===== src/rtl/id_ex_stage_pkg.sv =====
// Shared definitions for the ID/EX stage: ALU operation codes, the EX control
// bundle with its bubble value, and forwarding source selects.
package id_ex_stage_pkg;

  localparam logic [3:0] ALU_NOP  = 4'b0000;
  localparam logic [3:0] ALU_ADD  = 4'b0001;
  localparam logic [3:0] ALU_SUB  = 4'b0010;
  localparam logic [3:0] ALU_AND  = 4'b0011;
  localparam logic [3:0] ALU_OR   = 4'b0100;
  localparam logic [3:0] ALU_SLT  = 4'b0101;
  localparam logic [3:0] ALU_SLTU = 4'b0110;
  localparam logic [3:0] ALU_SLL  = 4'b0111;
  localparam logic [3:0] ALU_SRL  = 4'b1000;
  localparam logic [3:0] ALU_SRA  = 4'b1001;
  localparam logic [3:0] ALU_XOR  = 4'b1010;
  localparam logic [3:0] ALU_NOR  = 4'b1011;
  localparam logic [3:0] ALU_LUI  = 4'b1100;

  typedef struct packed {
    logic regwrite;
    logic memread;
    logic memwrite;
    logic memtoreg;
  } ex_ctrl_t;

  localparam ex_ctrl_t BUBBLE = '{regwrite: 1'b0, memread: 1'b0,
                                  memwrite: 1'b0, memtoreg: 1'b0};

  typedef enum logic [1:0] {
    FWD_REG   = 2'd0,
    FWD_EXMEM = 2'd1,
    FWD_MEMWB = 2'd2
  } fwd_sel_e;

endpackage


===== src/rtl/id_ex_stage_fwd_mux.sv =====
// Operand forwarding mux: picks the freshest value of one source register from
// EX/MEM, then MEM/WB, then the register-file copy. Register 0 never forwards.
module fwd_mux
  import id_ex_stage_pkg::*;
#(
  parameter int DW  = 32,
  parameter int RAW = 5
) (
  input  logic [RAW-1:0] src,
  input  logic [DW-1:0]  rdata,
  input  logic           exmem_regwrite,
  input  logic [RAW-1:0] exmem_waddr,
  input  logic [DW-1:0]  exmem_result,
  input  logic           memwb_regwrite,
  input  logic [RAW-1:0] memwb_waddr,
  input  logic [DW-1:0]  memwb_wdata,
  output logic [DW-1:0]  data
);

  fwd_sel_e sel;

  always_comb begin
    sel = FWD_REG;
    if (exmem_regwrite && (exmem_waddr != '0) && (exmem_waddr == src))
      sel = FWD_EXMEM;
    else if (memwb_regwrite && (memwb_waddr != '0) && (memwb_waddr == src))
      sel = FWD_MEMWB;
  end

  always_comb begin
    data = rdata;
    case (sel)
      FWD_EXMEM: data = exmem_result;
      FWD_MEMWB: data = memwb_wdata;
      default:   data = rdata;
    endcase
  end

endmodule


===== src/rtl/id_ex_stage.sv =====
// ID/EX pipeline register with EX-side operand forwarding and load-use hazard
// detection; drives the final ALU operands and the IF/ID stall.
module id_ex_stage
  import id_ex_stage_pkg::*;
#(
  parameter int          DW     = 32,
  parameter int          RAW    = 5,
  parameter logic [DW-1:0] PC_RST = '0
) (
  input  logic           clk,
  input  logic           rst,
  input  logic           id_valid,
  input  logic [DW-1:0]  id_pc,
  input  logic [RAW-1:0] id_rs,
  input  logic [RAW-1:0] id_rt,
  input  logic [RAW-1:0] id_waddr,
  input  logic [DW-1:0]  id_rdata1,
  input  logic [DW-1:0]  id_rdata2,
  input  logic [DW-1:0]  id_imm,
  input  logic [4:0]     id_shamt,
  input  logic           id_shamt_var,
  input  logic [3:0]     id_aluop,
  input  logic           id_alusrc,
  input  logic           id_regwrite,
  input  logic           id_memread,
  input  logic           id_memwrite,
  input  logic           id_memtoreg,
  input  logic           exmem_regwrite,
  input  logic [RAW-1:0] exmem_waddr,
  input  logic [DW-1:0]  exmem_result,
  input  logic           memwb_regwrite,
  input  logic [RAW-1:0] memwb_waddr,
  input  logic [DW-1:0]  memwb_wdata,
  input  logic           ex_hold,
  input  logic           ex_flush,
  output logic           stall_ifid,
  output logic           ex_valid,
  output logic [DW-1:0]  ex_pc,
  output logic [DW-1:0]  ex_A,
  output logic [DW-1:0]  ex_B,
  output logic [4:0]     ex_shamt,
  output logic [3:0]     ex_aluop,
  output logic [DW-1:0]  ex_store_data,
  output logic [RAW-1:0] ex_waddr,
  output logic           ex_regwrite,
  output logic           ex_memread,
  output logic           ex_memwrite,
  output logic           ex_memtoreg
);

  logic           vld_p1;
  logic [DW-1:0]  pc_p1;
  logic [RAW-1:0] rs_p1;
  logic [RAW-1:0] rt_p1;
  logic [RAW-1:0] waddr_p1;
  logic [DW-1:0]  rdata1_p1;
  logic [DW-1:0]  rdata2_p1;
  logic [DW-1:0]  imm_p1;
  logic [4:0]     shamt_p1;
  logic           shamt_var_p1;
  logic [3:0]     aluop_p1;
  logic           alusrc_p1;
  ex_ctrl_t       ctrl_p1;

  ex_ctrl_t       id_ctrl;
  logic           hazard;
  logic           bubble;
  logic [DW-1:0]  fwd_rs;
  logic [DW-1:0]  fwd_rt;

  assign id_ctrl = '{regwrite: id_regwrite, memread: id_memread,
                     memwrite: id_memwrite, memtoreg: id_memtoreg};

  // A store reads rt as data even with an immediate B, so it still hazards on rt.
  assign hazard = vld_p1 && ctrl_p1.memread && (waddr_p1 != '0) && id_valid &&
                  ((waddr_p1 == id_rs) ||
                   ((waddr_p1 == id_rt) && (!id_alusrc || id_memwrite)));

  assign stall_ifid = (hazard || ex_hold) && !ex_flush && !rst;
  assign bubble     = ex_flush || hazard || !id_valid;

  // ---- ID -> EX register boundary ----
  always_ff @(posedge clk) begin
    if (rst) begin
      vld_p1       <= 1'b0;
      pc_p1        <= PC_RST;
      rs_p1        <= '0;
      rt_p1        <= '0;
      waddr_p1     <= '0;
      rdata1_p1    <= '0;
      rdata2_p1    <= '0;
      imm_p1       <= '0;
      shamt_p1     <= '0;
      shamt_var_p1 <= 1'b0;
      aluop_p1     <= ALU_NOP;
      alusrc_p1    <= 1'b0;
      ctrl_p1      <= BUBBLE;
    end else if (!ex_hold) begin
      pc_p1        <= id_pc;
      rs_p1        <= id_rs;
      rt_p1        <= id_rt;
      rdata1_p1    <= id_rdata1;
      rdata2_p1    <= id_rdata2;
      imm_p1       <= id_imm;
      shamt_p1     <= id_shamt;
      shamt_var_p1 <= id_shamt_var;
      alusrc_p1    <= id_alusrc;
      if (bubble) begin
        vld_p1   <= 1'b0;
        waddr_p1 <= '0;
        aluop_p1 <= ALU_NOP;
        ctrl_p1  <= BUBBLE;
      end else begin
        vld_p1   <= 1'b1;
        waddr_p1 <= id_waddr;
        aluop_p1 <= id_aluop;
        ctrl_p1  <= id_ctrl;
      end
    end
  end

  fwd_mux #(.DW(DW), .RAW(RAW)) u_fwd_rs (
    .src            (rs_p1),
    .rdata          (rdata1_p1),
    .exmem_regwrite (exmem_regwrite),
    .exmem_waddr    (exmem_waddr),
    .exmem_result   (exmem_result),
    .memwb_regwrite (memwb_regwrite),
    .memwb_waddr    (memwb_waddr),
    .memwb_wdata    (memwb_wdata),
    .data           (fwd_rs)
  );

  fwd_mux #(.DW(DW), .RAW(RAW)) u_fwd_rt (
    .src            (rt_p1),
    .rdata          (rdata2_p1),
    .exmem_regwrite (exmem_regwrite),
    .exmem_waddr    (exmem_waddr),
    .exmem_result   (exmem_result),
    .memwb_regwrite (memwb_regwrite),
    .memwb_waddr    (memwb_waddr),
    .memwb_wdata    (memwb_wdata),
    .data           (fwd_rt)
  );

  assign ex_valid      = vld_p1;
  assign ex_pc         = pc_p1;
  assign ex_A          = fwd_rs;
  assign ex_store_data = fwd_rt;
  assign ex_B          = alusrc_p1 ? imm_p1 : fwd_rt;
  assign ex_shamt      = shamt_var_p1 ? fwd_rs[4:0] : shamt_p1;
  assign ex_aluop      = aluop_p1;
  assign ex_waddr      = waddr_p1;
  assign ex_regwrite   = ctrl_p1.regwrite;
  assign ex_memread    = ctrl_p1.memread;
  assign ex_memwrite   = ctrl_p1.memwrite;
  assign ex_memtoreg   = ctrl_p1.memtoreg;

endmodule


===== config.mk =====
export PLATFORM = sky130hd
export DESIGN_NAME = id_ex_stage
export DESIGN_NICKNAME = d
export VERILOG_FILES = /design/src/rtl/id_ex_stage_pkg.sv /design/src/rtl/id_ex_stage_fwd_mux.sv /design/src/rtl/id_ex_stage.sv
export SDC_FILE = /design/constraint.sdc
export NUM_CORES = 1
export LEC_CHECK = 0
export BUFFER_PORTS_ARGS = -buffer_cell sky130_fd_sc_hd__buf_2
export CAP_MARGIN = 20
export CORE_MARGIN = 2
export CORE_UTILIZATION = 40
export DETAILED_ROUTE_END_ITERATION = 16
export PLACE_DENSITY = 0.71
export SLEW_MARGIN = 5
export SYNTH_ARGS = -nofsm -noshare
export SYNTH_HDL_FRONTEND = slang
export SYNTH_HIERARCHICAL = 1
export SYNTH_SLANG_ARGS = --single-unit

===== constraint.sdc =====
create_clock -name clk -period 2.9 [get_ports clk]
set_clock_uncertainty 0.05 [all_clocks]
set_input_delay 0.725 -clock clk [delete_from_list [all_inputs] [get_ports clk]]
set_output_delay 0.725 -clock clk [all_outputs]
set_load 0.005 [all_outputs]

* Word-level counts from Yosys, hierarchy flattened *
Cells that the tools add are included.

word-level totals
  flip-flop bits (word level) = 159
  output and inout port bits = 148
  word-level logic and storage cells = 63

operators by class
  eq/ne operators = 10
  multiplexer cells = 12
  reduce and logical (&&, ||, !) cells = 25

operators by type and width
  kind                  count
  $pmux W32 S2          2
  $mux W32              1
  $eq A5 B5 Y1          6
  $reduce_bool A5 Y1    3
  $logic_and A1 B1 Y1   13
  $mux W5               2
  $mux W2               4
  $mux W4               2
  $logic_or A1 B1 Y1    5
  $eq A2 B1 Y1 const B  2
  $eq A2 B2 Y1 const B  2
  $logic_not A1 Y1      4
  $mux W1               1

* Longest topological paths before layout *
  word-level depth = 8
  depth in mapped cells = 7
  depth with buffers taken out = 5

* Hierarchy *
The synthesis kept the hierarchy.

modules (own cells, without submodules)
  module       times used  cells an instance  area each (µm²)  seq. area each (µm²)
  id_ex_stage  1           612                6407.4           3183.1
  fwd_mux      2           180                1520.2           0.0

* Least setup slack after synthesis *
Ideal clock, no wire load.

  path type = input to output
  from = in exmem_waddr[0]
  to = out ex_B[31]
  arrival = 2.287 ns
  data required time = 2.125 ns
  slack = -0.162 ns
  stages on the path = 7
  cells stage by stage = or4_1 > a21oi_2 > or3_1 > buf_2 > buf_6 > a31oi_1 > mux2_2

on the way
  cells in the longest elaborated chain, start to end = 7

RTL lines
  item                                                 line                       source
  start: declaration                                   id_ex_stage.sv:29          input logic [RAW-1:0] exmem_waddr,
  $reduce_bool A5 Y1                                   id_ex_stage_fwd_mux.sv:24  if (exmem_regwrite && (exmem_waddr != '0) && (exmem_waddr == src))
  $logic_and A1 B1 Y1                                  id_ex_stage_fwd_mux.sv:24
  $logic_and A1 B1 Y1 *                                id_ex_stage_fwd_mux.sv:24
  $mux W2 *                                            id_ex_stage_fwd_mux.sv:24
  $eq A2 B2 Y1 / $eq A2 B1 Y1 (equally long branches)  id_ex_stage_fwd_mux.sv:32  case (sel)
  $pmux W32 S2 *                                       id_ex_stage_fwd_mux.sv:32
  named net ex_store_data[31]                          id_ex_stage.sv:43          output logic [DW-1:0] ex_store_data,
  $mux W32 *                                           id_ex_stage.sv:150         assign ex_B = alusrc_p1 ? imm_p1 : fwd_rt;
  end: declaration                                     id_ex_stage.sv:40          output logic [DW-1:0] ex_B,

The timed path passes the listed nets; every way through them passes the cells marked *.

* Final worst setup path *
  from = in exmem_waddr[0]
  to = out ex_B[22]

on the way
  cells in the longest elaborated chain, start to end = 7

RTL lines
  item                                                 line
  $reduce_bool A5 Y1                                   id_ex_stage_fwd_mux.sv:24
  $logic_and A1 B1 Y1                                  id_ex_stage_fwd_mux.sv:24
  $logic_and A1 B1 Y1 *                                id_ex_stage_fwd_mux.sv:24
  $mux W2 *                                            id_ex_stage_fwd_mux.sv:24
  $eq A2 B2 Y1 / $eq A2 B1 Y1 (equally long branches)  id_ex_stage_fwd_mux.sv:32
  $pmux W32 S2 *                                       id_ex_stage_fwd_mux.sv:32
  $mux W32 *                                           id_ex_stage.sv:150

Every way passes the cells marked *; elsewhere a longest branch is shown, timed or not.

==> impl_metrics.yaml <==
final_layout:
  multiInputGateArea_um2: 7103
  final_nets: 1675
  layout-drive-gt1-share_pct: 58.73
  final_core_util_pct: 67.16
  fin_area_um2: 15670
  fillers: 1815
  syn_to_final_growth_pct: 65.86
  regArea_um2: 3207
die:
  die_w_um: 157.7
  initial_core_util_pct: 40.49
  rows: 56
  io_pins: 387
  die_area_um2: 24860
  die_h_um: 157.7
  core_area_um2: 23330
route:
  drt-initial-drc-count: 800
  dr_total_vias: 10280
  wirelength_mm: 40.45
  wl_per_cell_um: 22.85
  ant_nets: 0
  drt_pass1_iterations: 6
  drc: 0
  routed_via_density: 5.807
yosys:
  synthesis.nets: 1211
  ys_seq_area_share_pct: 33.69
  synth_cell_types: 40
  ys_ff_latch: 159
  syn-cell-area_um2: 9448
  avgSynthCellArea_um2: 9.720
  synthCells: 972
  yosysWarnings: 6
critical_path:
  cp_common_cell: "buf_6"
  ff2ff_path_depth: 5
  worst_path_max_delay_cell: "nor4_1"
  path_delay_family: "simple AND/OR/NAND/NOR gates"
  critPathRequiredTime_ps: 2120
  path_cells: "buf_6, buf_6, xnor2_2, nand3_2, buf_4, nor4_1, a31oi_4, mux2_2, buf_2"
  crit_buf_inv: 4
  r2r_start: "ex_waddr[0]"
  crit_fanout: 32
  crit_path_end_kind: "output pin"
  path_class: "primary input to output pin"
  r2r_slack_ps: 1180
  cp.arrival_ps: 2570
  worst_setup_path_start_kind: "primary input"
  rr_endpoint: "ex_valid"
  slowest_delay_ps: 570
timing:
  hold_viol_final: 0
  hold_slack_ps: 443.0
  finalWorstSetupSlack_ps: -440.7
  rsz0062_at_grt: "true"
  finalCritPeriodShare_pct: 115.2
  tightest_slew_ps: 862.7
  fin_setup_tns_ps: -29910
  slew_headroom_pct: 42.49
  finalMaxSlewViolations: 0
  max_clock_freq_mhz: 299.3
  finalSetupViolCount: 101
  period_needed_ps: 3341
placement:
  dp_hpwl_mm: 24.39
  dpl_cell_area_um2: 12190
  place.port_buffers: 386
  place_congestion: 0.8454
clocking:
  tritoncts: "done"
  cts-htree-levels: 4
  clk_path_buf_depth: 2
  cts_num_sinks: 159
  cts_buffers: 17
  clkTransAtPathRegs_ps: 70
  ctsRootBufferMaster: "clkbuf_16"
  ctsHoldBuffers: 0
  clk_latency_ps: 430
global_routing:
  grt_usage_pct: 29.92
  grt_pass1_vias: 10070
  globalRouteOverflowTotal: 0
  antenna_found_initial: 6
  grt_first_pass_wirelength_mm: 57.10
  grt_max_degree: 74
run:
  drv_cap: 0
hold_path:
  hold_path.class: "register to register"
  hp-start: "ex_pc[16]"
  whs_path_depth: 2
  hold_end: "ex_pc[16]"
outcome:
  failed_checks: "negative setup slack"
  status: "finished with violations"
power_and_ir_drop:
  peakVddDrop_mv: 0.3549
  p_leak_nw: 6.732
  power.density_nw_per_um2: 441.3
## worst max-delay path by stage
stage	start	to	slack, ps	cells after the start
after floorplan	exmem_waddr[0]	ex_B[31]	-90	7
after global placement	memwb_waddr[3]	ex_B[7]	-430	9
after detailed placement	exmem_waddr[0]	ex_B[27]	-440	9
after CTS	rt_p1[3]	ex_B[13]	-420	10
after global routing	exmem_waddr[0]	ex_B[22]	-460	9
final	exmem_waddr[0]	ex_B[22]	-440	9
## state kept, by name, summed over array words and instances (netlist names), 4 cells and up
| signal | flops |
|---|---|
| ex_aluop | 4 |
| ex_pc | 32 |
| ex_waddr | 5 |
| imm_p1 | 32 |
| rdata1_p1 | 32 |
| rdata2_p1 | 32 |
| rs_p1 | 5 |
| rt_p1 | 5 |
| shamt_p1 | 5 |
## what timing repair did
item / 4_1_cts / 5_1_grt
pin swaps: 83 / 28
setup endpoints to repair: 101 / 101
hold endpoints to repair: 0 / 0
buffers inserted: 53 / 8
cloned: 21 / 3
resized for setup: 271 / 106
## cell type report
| class | instances | area share [%] |
|---|---|---|
| antenna | 2 | 0.03194 |
| clock buffer | 17 | 2.715 |
| clock inverter | 15 | 1.254 |
| inverter | 1 | 0.02395 |
| multi-input combinational | 706 | 45.33 |
| sequential | 159 | 20.46 |
| tap | 319 | 2.547 |
| timing repair buffer | 551 | 27.63 |
## worst register-to-register path, cell delays in order, from the launching register on
cell and delay (ps):
dfxtp_1 390, or4_4 590, o2111ai_4 200, buf_4 240, a22oi_1 90, o31ai_1 70
## layer usage
metal / global-route usage (%) / part of all wire (%) / vias to the layer above / routed length (um)
met2: 51.57 / 49 / 567 / 19650
met3: 7.008 / 8.5 / 134 / 3444
met1: 36.37 / 39 / 4960 / 15900
met4: 10.61 / 3.5 / 8 / 1417
li1: - / - / 4609 / -
met5: 0 / 0.091 / - / 37
## power breakdown
part           leakage, nW  internal (mW)  switching (mW)  total (mW)
clock network        0.304           1.32            1.11        2.43
logic                 5.11           1.06            1.01        2.07
registers             1.32           2.31          0.0995        2.41
total                 6.73           4.70            2.22        6.92
## cell usage in the layout (no fill, tap or decap), types with 4 or more instances in the layout
cell,instances
buf_2,346
nor2_1,149
dfxtp_1,148
mux2i_1,145
buf_6,83
buf_4,68
or4b_4,53
a31oi_4,45
nor4_1,42
o31ai_1,31
buf_12,30
mux2_4,26
o31ai_2,21
nor4_2,20
clkbuf_16,19
a31oi_2,18
xnor2_1,14
a22oi_1,14
nand3b_1,13
nor3b_1,13
o31ai_4,13
mux2_2,11
buf_16,11
or4b_1,11
o21ai_2,9
buf_8,9
dfxtp_2,7
xnor2_4,7
a21oi_4,6
o21ai_0,5
or4_4,5
inv_8,5
xnor2_2,5
nand3_4,4
dfxtp_4,4
## through the flow
step / cells / power, mW / setup WS, ps
2_1_floorplan: 972 / 3.204 / -93.02
3_3_place_gp: 1663 / 3.814 / -433.6
3_5_place_dp: 1663 / 3.842 / -442.7
4_1_cts: 1764 / 6.759 / -424.3
5_1_grt: 1770 / 7.144 / -464.6
6_report: 1770 / 6.916 / -440.7
## logic make-up (layout without fill, tap and decap cells)
kind of cell    after synthesis  in the layout  share of synthesized area, %
simple gates                331            332                         20.91
mux                         182            182                         19.77
compound gates              164            166                         16.42
flops                       159            159                         33.69
buf+inv                     110            584                         6.794
xor+xnor                     26             26                         2.410
other cells                   0              2                             0
## cell usage after synthesis, drive strengths merged
master	instances	area, um^2
a22o	1	8.760
or4b	64	640.6
mux2i	145	1451
nor3	1	5.000
or3	2	12.51
and2	5	31.28
nor2	151	566.8
dfxtp	159	3183
a31oi	64	763.2
o21ai	14	103.9
nand2	5	18.77
nand3b	13	97.59
nand4	1	6.260
a21oi	4	50.05
o2111ai	1	26.28
buf	50	392.9
or4	5	48.79
or3b	1	8.760
o31ai	65	488.0
a22oi	14	105.1
nor2b	1	6.260
nand3	5	35.03
nor3b	13	97.59
mux2	37	416.7
o22ai	1	6.260
xnor2	26	227.7
clkbuf	59	245.2
inv	1	3.750
nor4	64	400.4
Power figures use the tool's default switching activity.
